===== src/rtl/gate74_piso_tx_if.sv =====
// Bus bundle for the gate74 PISO transmitter.
// The master side drives the load request and parallel word.
// The slave side (the transmitter) returns the complementary serial pair and the frame status.
interface gate74_piso_tx_if #(
  parameter int WIDTH = 8
);
  logic             LD;
  logic [WIDTH-1:0] DIN;
  logic             SDO;
  logic             SDOn;
  logic             BUSY;
  logic             DONE;

  modport master (
    output LD,
    output DIN,
    input  SDO,
    input  SDOn,
    input  BUSY,
    input  DONE
  );

  modport slave (
    input  LD,
    input  DIN,
    output SDO,
    output SDOn,
    output BUSY,
    output DONE
  );
endinterface


===== src/rtl/gate74_piso_tx.sv =====
// gate74_piso_tx: parallel-in, serial-out frame transmitter.
// Each frame is a start bit (0), WIDTH data bits sent LSB first, and a stop bit (1).
// Every bit is held for DIV clocks.
// SDO and SDOn are the Q/Qn pair of a single register.
// Optional macro GATE74_TX_PARITY_EN inserts an even-parity bit before the stop bit.
module gate74_piso_tx #(
  parameter int WIDTH = 8,
  parameter int DIV   = 4
) (
  input  logic              CLK,
  input  logic              CLR,
  gate74_piso_tx_if.slave   bus
);

  localparam int DW = (DIV > 1) ? $clog2(DIV) : 1;

`ifdef GATE74_TX_PARITY_EN
  typedef enum logic [2:0] {IDLE, START, DATA, PARITY, STOP} state_t;
`else
  typedef enum logic [1:0] {IDLE, START, DATA, STOP} state_t;
`endif

  state_t           state;
  logic [WIDTH-1:0] shreg;
  logic [WIDTH-1:0] shNext;
  logic [4:0]       bitcnt;
  logic [DW-1:0]    divcnt;
  logic             tick;
  logic             sdo;
  logic             busy;
  logic             done;
`ifdef GATE74_TX_PARITY_EN
  logic             parity;
`endif

  // Terminal count of the bit-period divider, and the shift register after one more bit has been sent.
  assign tick   = (divcnt == DW'(DIV - 1));
  assign shNext = shreg >> 1;

  // SDOn comes from the same flop as SDO, so the pair can never be equal.
  assign bus.SDO  = sdo;
  assign bus.SDOn = ~sdo;
  assign bus.BUSY = busy;
  assign bus.DONE = done;

  // Frame sequencer.
  // The divider paces each bit period, the bit counter tracks data bits, and all outputs are registered.
  always_ff @(posedge CLK or posedge CLR) begin
    if (CLR) begin
      state  <= IDLE;
      shreg  <= '0;
      bitcnt <= '0;
      divcnt <= '0;
      sdo    <= 1'b1;
      busy   <= 1'b0;
      done   <= 1'b0;
`ifdef GATE74_TX_PARITY_EN
      parity <= 1'b0;
`endif
    end else begin
      done <= 1'b0;
      case (state)
        IDLE: begin
          sdo    <= 1'b1;
          busy   <= 1'b0;
          divcnt <= '0;
          if (bus.LD) begin
            shreg  <= bus.DIN;
`ifdef GATE74_TX_PARITY_EN
            parity <= ^bus.DIN;
`endif
            state  <= START;
            sdo    <= 1'b0;
            busy   <= 1'b1;
          end
        end

        START: begin
          if (tick) begin
            divcnt <= '0;
            bitcnt <= '0;
            state  <= DATA;
            sdo    <= shreg[0];
          end else begin
            divcnt <= divcnt + DW'(1);
          end
        end

        DATA: begin
          if (tick) begin
            divcnt <= '0;
            shreg  <= shNext;
            if (bitcnt == 5'(WIDTH - 1)) begin
`ifdef GATE74_TX_PARITY_EN
              state <= PARITY;
              sdo   <= parity;
`else
              state <= STOP;
              sdo   <= 1'b1;
`endif
            end else begin
              bitcnt <= bitcnt + 5'd1;
              sdo    <= shNext[0];
            end
          end else begin
            divcnt <= divcnt + DW'(1);
          end
        end

`ifdef GATE74_TX_PARITY_EN
        PARITY: begin
          if (tick) begin
            divcnt <= '0;
            state  <= STOP;
            sdo    <= 1'b1;
          end else begin
            divcnt <= divcnt + DW'(1);
          end
        end
`endif

        STOP: begin
          if (tick) begin
            divcnt <= '0;
            state  <= IDLE;
            sdo    <= 1'b1;
            busy   <= 1'b0;
            done   <= 1'b1;
          end else begin
            divcnt <= divcnt + DW'(1);
          end
        end

        default: begin
          state <= IDLE;
          sdo   <= 1'b1;
          busy  <= 1'b0;
        end
      endcase
    end
  end

endmodule


===== src/flat_wrapper.sv =====
// flat-port wrapper written by rule: the top's interface ports become plain ports
module gate74_piso_tx_flat 
#(
  parameter int WIDTH = 8,
  parameter int DIV   = 4
)
  (CLK, CLR, bus_LD, bus_DIN, bus_SDO, bus_SDOn, bus_BUSY, bus_DONE);
  gate74_piso_tx_if #(.WIDTH(WIDTH)) bus_i ();
  input  logic CLK;
  input  logic CLR;
  input wire logic [$bits(bus_i.LD)-1:0] bus_LD;
  input wire logic [$bits(bus_i.DIN)-1:0] bus_DIN;
  output wire logic [$bits(bus_i.SDO)-1:0] bus_SDO;
  output wire logic [$bits(bus_i.SDOn)-1:0] bus_SDOn;
  output wire logic [$bits(bus_i.BUSY)-1:0] bus_BUSY;
  output wire logic [$bits(bus_i.DONE)-1:0] bus_DONE;
  assign bus_i.LD = bus_LD;
  assign bus_i.DIN = bus_DIN;
  assign bus_SDO = bus_i.SDO;
  assign bus_SDOn = bus_i.SDOn;
  assign bus_BUSY = bus_i.BUSY;
  assign bus_DONE = bus_i.DONE;
  gate74_piso_tx #(.WIDTH(WIDTH), .DIV(DIV)) u_core (.CLK(CLK), .CLR(CLR), .bus(bus_i));
endmodule

===== config.mk =====
export PLATFORM = sky130hd
export DESIGN_NAME = gate74_piso_tx_flat
export DESIGN_NICKNAME = d
export VERILOG_FILES = /design/src/rtl/gate74_piso_tx_if.sv /design/src/rtl/gate74_piso_tx.sv /design/src/flat_wrapper.sv
export SDC_FILE = /design/constraint.sdc
export NUM_CORES = 1
export LEC_CHECK = 0
export CAP_MARGIN = 10
export CORE_ASPECT_RATIO = 0.7
export CORE_MARGIN = 3
export CORE_UTILIZATION = 53
export DETAILED_ROUTE_END_ITERATION = 6
export PLACE_DENSITY = 0.85
export SLEW_MARGIN = 0
export SYNTH_ARGS = -nofsm -noshare
export SYNTH_HDL_FRONTEND = slang
export SYNTH_SLANG_ARGS = --single-unit

===== constraint.sdc =====
create_clock -name CLK -period 1.8 [get_ports CLK]
set_input_delay 0.54 -clock CLK [delete_from_list [all_inputs] [get_ports CLK]]
set_output_delay 0.54 -clock CLK [all_outputs]
set_load 0.01 [all_outputs]

==> summary.txt, run 1 <==
Cells and area
  – Area of the multi-input gates: 549 um2
  – Layout cell share with drive strength beyond 1: 14.9%
  – Filler instances: 145
  – # nets final: 139
  – Diode count: 0
  – Area growth from synthesis to layout: 19.5%
  – FF+latch area: 502 um2
  – Cell area after layout: 0.00132 mm2

Min path
  – Type of the worst min-delay path: reg2reg

Setup path
  – CP max stage delay: 0.53 ns
  – Setup crit start kind: flop
  – CP delay by family, top: buffers and inverters
  – Critical path class: reg2out
  – Max FO, Critical Path: 1
  – Critical Path AT: 1.18 ns
  – Cell Chain, Critical Path: clkdlybuf4s50_1
  – Crit-path slowest cell: clkdlybuf4s50_1
  – Crit end category: output pin
  – Required @ worst endpoint: 1.26 ns
  – Worst Path Buf+Inv: 1

CTS
  – CTS buffer count: 3
  – CTS tree: built
  – Root Buffer: clkbuf_4
  – H-tree Lvls: 1
  – Clock transition at path regs: 0.11 ns
  – Worst-case clock buffer depth: 2
  – Clock Latency Late Sink: 0.31 ns
  – Sink Count: 20

Yosys
  – Number of distinct library cells after synthesis: 36
  – Predominant post-synthesis flop cell: dfrtp_1
  – #FFs+latches synth: 20
  – Yosys top cell area share: 43.1%
  – Most frequent cell after synthesis: dfrtp_1
  – Post-synth EDFFs: 0
  – Top post-synthesis cells by count: dfrtp_1, nor2_1, mux2i_1
  – Yosys warns: 0
  – Top cells by area, synth: dfrtp_1, mux2i_1, ha_1, a21oi_1, a22o_1
  – Ys async rst share: 100%
  – Netlist Area Pre-Place: 0.00110 mm2
  – Syn avg cell area: 10.8 um2
  – Sequential share of the synthesized area: 45.5%
  – Syn Inst Count: 102
  – Synth area leader: dfrtp_1
  – Syn nets: 119

Global routing
  – Grt ovf: 0
  – GRT Total Usage: 18.9%
  – Vias in the first global route: 811
  – Initial antenna violation count: 0
  – First-pass GRT wire length: 3630 um
  – Pin count of the biggest net entering global routing: 21

Power and ir drop
  – Final Power: 2220 uW
  – Pwr per Cell Area: 1690 mW/mm2
  – Pleak: 0.000592 uW
  – Max VDD drop: 0.000988 V

STA
  – Hold_ws: 0.448 ns
  – Max-slew violation count: 0
  – Fmax: 583 MHz
  – Final hold vios: 0
  – Max transition margin: 74.6%
  – Clk_skew: 0.0114 ns
  – Final setup viols: 0
  – Minimum clock period: 1.72 ns
  – Worst-margin pin slew: 0.380 ns
  – Final period util: 95.3%

Run
  – Max-cap violation count: 0

Place
  – Port Buffers: 14
  – Final Wtd Congestion: 0.789
  – Post-DP HPWL: 1600 um
  – Area post-placement: 0.00128 mm2

Route
  – Number of remaining DRC errors: 0
  – Vias: 840
  – First drt pass iteration count: 4
  – Antenna Nets Post-Route: 0
  – Final wirelength: 2190 um
  – Initial DRC count: 35
  – Via-to-Cell Ratio: 5.87
  – WL/cell: 15.3 um

Floorplanning
  – Row count: 13
  – Die W: 60.5 um
  – Die area: 0.00267 mm2
  – I/O Pins: 15
  – Initial core utilization: 57.4%
  – Die height: 44.2 um
  – Core area: 0.00192 mm2

Run status
  – Status: finished, final reports clean
## registers in the layout, indices dropped and copies added (netlist names)
| register | count |
|---|---|
| u_core.bitcnt | 5 |
| u_core.bus.BUSY | 1 |
| u_core.bus.DONE | 1 |
| u_core.bus.SDO | 1 |
| u_core.divcnt | 2 |
| u_core.shreg | 8 |
| u_core.state | 2 |
## routing by layer
| metal | GRT usage [%] | vias up | part of all wire (%) |
|---|---|---|---|
| met2 | 32.3 | 23 | 50 |
| met1 | 23.0 | 410 | 43 |
| li1 | - | 405 | - |
| met3 | 6.12 | 2 | 6.8 |
| met5 | 0 | - | 0 |
| met4 | 5.19 | 0 | 0.55 |
## cell type report
class                      instances  share of cell area, %
tap                               22                   2.09
multi-input combinational         73                   41.7
timing repair buffer              20                   15.0
inverter                           4                   1.14
sequential                        20                   38.1
clock buffer                       4                   1.99
## cells by family after synthesis
logic type	Yosys count	share of synthesized area, %
buffers and inverters	9	4.65
AND/OR/NAND/NOR	31	17.7
AO/OA/AOI/OAI	26	16.0
adder cells (fa/ha/maj)	6	6.81
multiplexers	10	9.31
flip-flops	20	45.5
## stage by stage
stage	TNS (ns)	util (%)	worst slack [ns]	cells
global route	-0.00707	68.6	-0.00707	143
CTS	0	68.1	0.0145	142
finish	0	68.6	0.0843	143
floorplan	0	-	0.210	102
detailed placement	-0.0265	66.9	-0.0195	138
global placement	0	66.9	0.0189	138
## power breakdown
part	internal, uW	switching, uW
logic	596	639
clock network	86.5	136
registers	644	121
total	1330	896
## cell usage in the layout, fill, tap and decap left out, types with 2 or more instances in the layout
| cell type | instances |
|---|---|
| nor2_1 | 9 |
| clkdlybuf4s50_1 | 11 |
| nor2b_1 | 4 |
| nand2_1 | 4 |
| a21oi_2 | 2 |
| dlygate4sd2_1 | 2 |
| buf_4 | 5 |
| a22o_1 | 4 |
| mux2i_1 | 8 |
| o21ai_0 | 4 |
| and3_1 | 2 |
| nor3_1 | 2 |
| a21oi_1 | 7 |
| dfrtp_1 | 19 |
| inv_1 | 4 |
| clkbuf_4 | 3 |
| ha_1 | 6 |
| a211oi_1 | 2 |
## timing repair
item                       in CTS  in global routing
buffers inserted                0                  1
gates resized for setup         2                  2
setup endpoints to repair       2                  7
hold buffers                    0                  0
cloned                          0                  0
## final timing paths
check	startpoint	cells past startpoint	to	slack, ns
setup reg to reg	u_core.bitcnt[0]	5	u_core.state[1]	0.10
hold / removal	u_core.divcnt[0]	1	u_core.divcnt[0]	0.45
min in group asynchronous	CLR	3	u_core.bitcnt[4]	0.54
max in group asynchronous	CLR	3	u_core.bus.SDO	0.98
setup / recovery	u_core.bus.DONE	1	bus_DONE	0.08
hold reg to reg	u_core.divcnt[0]	1	u_core.divcnt[0]	0.45
Power figures use the tool's default switching activity.
==> inputs of run 2 (changes only) <==
--- a/config.mk
+++ b/config.mk
@@ -7,7 +7,6 @@
 export LEC_CHECK = 0
 export CAP_MARGIN = 10
 export CORE_ASPECT_RATIO = 0.7
-export CORE_MARGIN = 3
 export CORE_UTILIZATION = 53
 export DETAILED_ROUTE_END_ITERATION = 6
 export PLACE_DENSITY = 0.85
==> summary.txt, run 2 (same netlist as run 1, synthesis figures left out) <==
CTS
  – Root Buffer: clkbuf_4 (unchanged)
  – Worst-case clock buffer depth: 2 (unchanged)
  – H-tree Lvls: 1 (unchanged)
  – Hold buffers post-CTS: 0 (unchanged)
  – Clock transition at path regs: 0.11 ns (about the same)
  – CTS buffer count: 3 (unchanged)
  – CTS tree: built (unchanged)
  – # Post-CTS Setup Buffers: 0 (unchanged)
  – Sink Count: 20 (unchanged)
  – Clock Latency Late Sink: 0.30 ns (was 0.31 ns)

Cells and area
  – Area growth from synthesis to layout: 20.9% (was 19.5%)
  – Commonest non-fill, non-tap cells in the layout: dfrtp_1, clkdlybuf4s50_1, nor2_1 (unchanged)
  – Filler instances: 131 (was 145)
  – # nets final: 139 (unchanged)
  – Biggest regs: u_core.shreg: 8 flops, u_core.bitcnt: 5 flops (unchanged)
  – Max FFs per register: 8 (unchanged)
  – Largest Register: u_core.shreg (unchanged)
  – Diode count: 0 (unchanged)
  – Commonest non-fill, non-tap cell in the layout: dfrtp_1 (unchanged)
  – Layout cell share with drive strength beyond 1: 16.5% (was 14.9%)

Floorplanning
  – Die area: 0.00227 mm2 (was 0.00267 mm2)
  – Initial core utilization: 57.9% (was 57.4%)
  – Die height: 40.2 um (was 44.2 um)
  – Row count: 13 (unchanged)
  – I/O Pins: 15 (unchanged)
  – Die W: 56.5 um (was 60.5 um)
  – Core area: 0.00190 mm2 (was 0.00192 mm2)

Power and ir drop
  – Pwr per Cell Area: 1690 mW/mm2 (about the same)
  – Pleak: 0.000600 uW (was 0.000592 uW)
  – Max VDD drop: 0.00159 V (was 0.000988 V)

STA
  – Max-slew violation count: 0 (unchanged)
  – Final hold vios: 0 (unchanged)
  – Final setup viols: 0 (unchanged)
  – Minimum clock period: 1.71 ns (was 1.72 ns)
  – Worst-margin pin slew: 0.329 ns (was 0.380 ns)
  – Final period util: 94.9% (was 95.3%)
  – TNS Setup: 0 ns (unchanged)
  – Clk_skew: 0.00296 ns (was 0.0114 ns)
  – Fmax: 585 MHz (was 583 MHz)
  – Hold_ws: 0.446 ns (was 0.448 ns)
  – RSZ-0062 raised after global routing: yes
  – Final WS setup: 0.0918 ns (was 0.0843 ns)
  – Max transition margin: 77.9% (was 74.6%)

Route
  – Vias: 803 (was 840)
  – Met3 routed WL: 56 um (was 149 um)
  – First drt pass iteration count: 4 (unchanged)
  – Initial DRC count: 20 (was 35)
  – Highest signal layer in the routed design: met4 (unchanged)
  – Via-to-Cell Ratio: 5.62 (was 5.87)
  – WL/cell: 14.3 um (was 15.3 um)
  – Met2 wire length: 1000 um (was 1090 um)
  – Number of remaining DRC errors: 0 (unchanged)
  – Met1 wire length: 970 um (was 932 um)
  – Antenna Nets Post-Route: 0 (unchanged)
  – Final wirelength: 2040 um (was 2190 um)

Global routing
  – Initial antenna violation count: 0 (unchanged)
  – Grt ovf: 0 (unchanged)
  – GRT Total Usage: 20.0% (was 18.9%)
  – Vias in the first global route: 759 (was 811)
  – First-pass GRT wire length: 3340 um (was 3630 um)
  – Pin count of the biggest net entering global routing: 21 (unchanged)

Place
  – Post-DP HPWL: 1550 um (was 1600 um)
  – Setup WS pre-CTS: -0.0356 ns (was -0.0195 ns)
  – Final Wtd Congestion: 0.793 (was 0.789)
  – Port Buffers: 14 (unchanged)

Setup path
  – CP startpoint: u_core.bus.SDO (was u_core.bus.DONE)
  – Critical path class: reg2out (unchanged)
  – Critical path depth: 2 (was 1)
  – CP max stage delay: 0.56 ns (was 0.53 ns)
  – Crit end category: output pin (unchanged)
  – R2R setup slack: 0.09 ns (was 0.10 ns)
  – Cell Chain, Critical Path: inv_1 > dlygate4sd2_1 (was clkdlybuf4s50_1)
  – Crit-path slowest cell: dfstp_2 (was clkdlybuf4s50_1)
  – Worst Path Buf+Inv: 2 (was 1)
  – Critical Path AT: 1.17 ns (was 1.18 ns)
  – Max FO, Critical Path: 3 (was 1)
  – Reg2reg start: u_core.state[0] (was u_core.bitcnt[0])
  – Setup crit start kind: flop (unchanged)
  – Reg2Reg Depth: 6 (was 5)
  – CP endpoint: bus_SDOn (was bus_DONE)
  – Required @ worst endpoint: 1.26 ns (about the same)
  – CP delay by family, top: flip-flops (was buffers and inverters)
  – RR Endpoint: u_core.state[1] (unchanged)

Run status
  – Status: finished, final reports clean (unchanged)

Run
  – Max-cap violation count: 0 (unchanged)

Min path
  – Type of the worst min-delay path: reg2reg (unchanged)
-- run 2: changes by cell type in the layout (fill, tap and decap cells not counted) --
| cell | delta |
|---|---|
| clkbuf_8 | +1 |
| clkbuf_1 | -1 |
| nor3_1 | -1 |
| nor3_2 | +1 |
-- run 2: final cells by class --
cell class / count / area [um2] / area share (%)
sequential: 20 / 502 / 37.7
multi-input combinational: 73 / 554 / 41.6
timing repair buffer: 20 / 198 / 14.8
inverter: 4 / 15.0 / 1.13
tap: 22 / 27.5 / 2.07
clock buffer: 4 / 36.3 / 2.72
-- run 2: through the flow --
stage,cells,area [um2],power (uW),util (%)
global route,143,1330,2440,70.0
global placement,139,1290,1940,67.9
finish,143,1330,2260,70.0
floorplan,102,1100,1650,-
CTS,143,1330,2260,69.6
detailed placement,139,1290,2010,67.9
-- run 2: worst min path at each step --
stage	from	cells past startpoint	endpoint	slack [ns]
global placement	u_core.divcnt[0]	1	u_core.divcnt[0]	0.42
CTS	u_core.divcnt[0]	1	u_core.divcnt[0]	0.44
finish	u_core.divcnt[0]	1	u_core.divcnt[0]	0.45
detailed placement	u_core.divcnt[0]	1	u_core.divcnt[0]	0.43
floorplan	u_core.divcnt[0]	1	u_core.divcnt[0]	0.41
global route	u_core.divcnt[0]	1	u_core.divcnt[0]	0.48
-- run 2: where the power goes --
part | switching [uW] | total [uW] | internal [uW]
Sequential | 125 | 769 | 644
Combinational | 627 | 1230 | 600
Clock | 138 | 262 | 123
-- run 2: routing by layer --
metal | vias up | global-route usage (%)
li1 | 408 | -
met1 | 382 | 24.7
met2 | 11 | 35.6
met3 | 2 | 6.77
met4 | 0 | 3.66
met5 | - | 0
-- run 2: repair_timing --
action                     in CTS  in global routing
setup endpoints to repair       2                  6
cloned                          0                  0
resized for setup               2                  3
hold endpoints to repair        0                  0
pin swaps                       0                  0
==> inputs of run 3 (changes only) <==
--- a/config.mk
+++ b/config.mk
@@ -8,6 +8,7 @@
 export CAP_MARGIN = 10
 export CORE_ASPECT_RATIO = 0.7
 export CORE_UTILIZATION = 53
+export CTS_CLUSTER_SIZE = 30
 export DETAILED_ROUTE_END_ITERATION = 6
 export PLACE_DENSITY = 0.85
 export SLEW_MARGIN = 0
==> results of run 3 <==
Same layout as run 2: the final DEF is identical, and so are final timing and power.
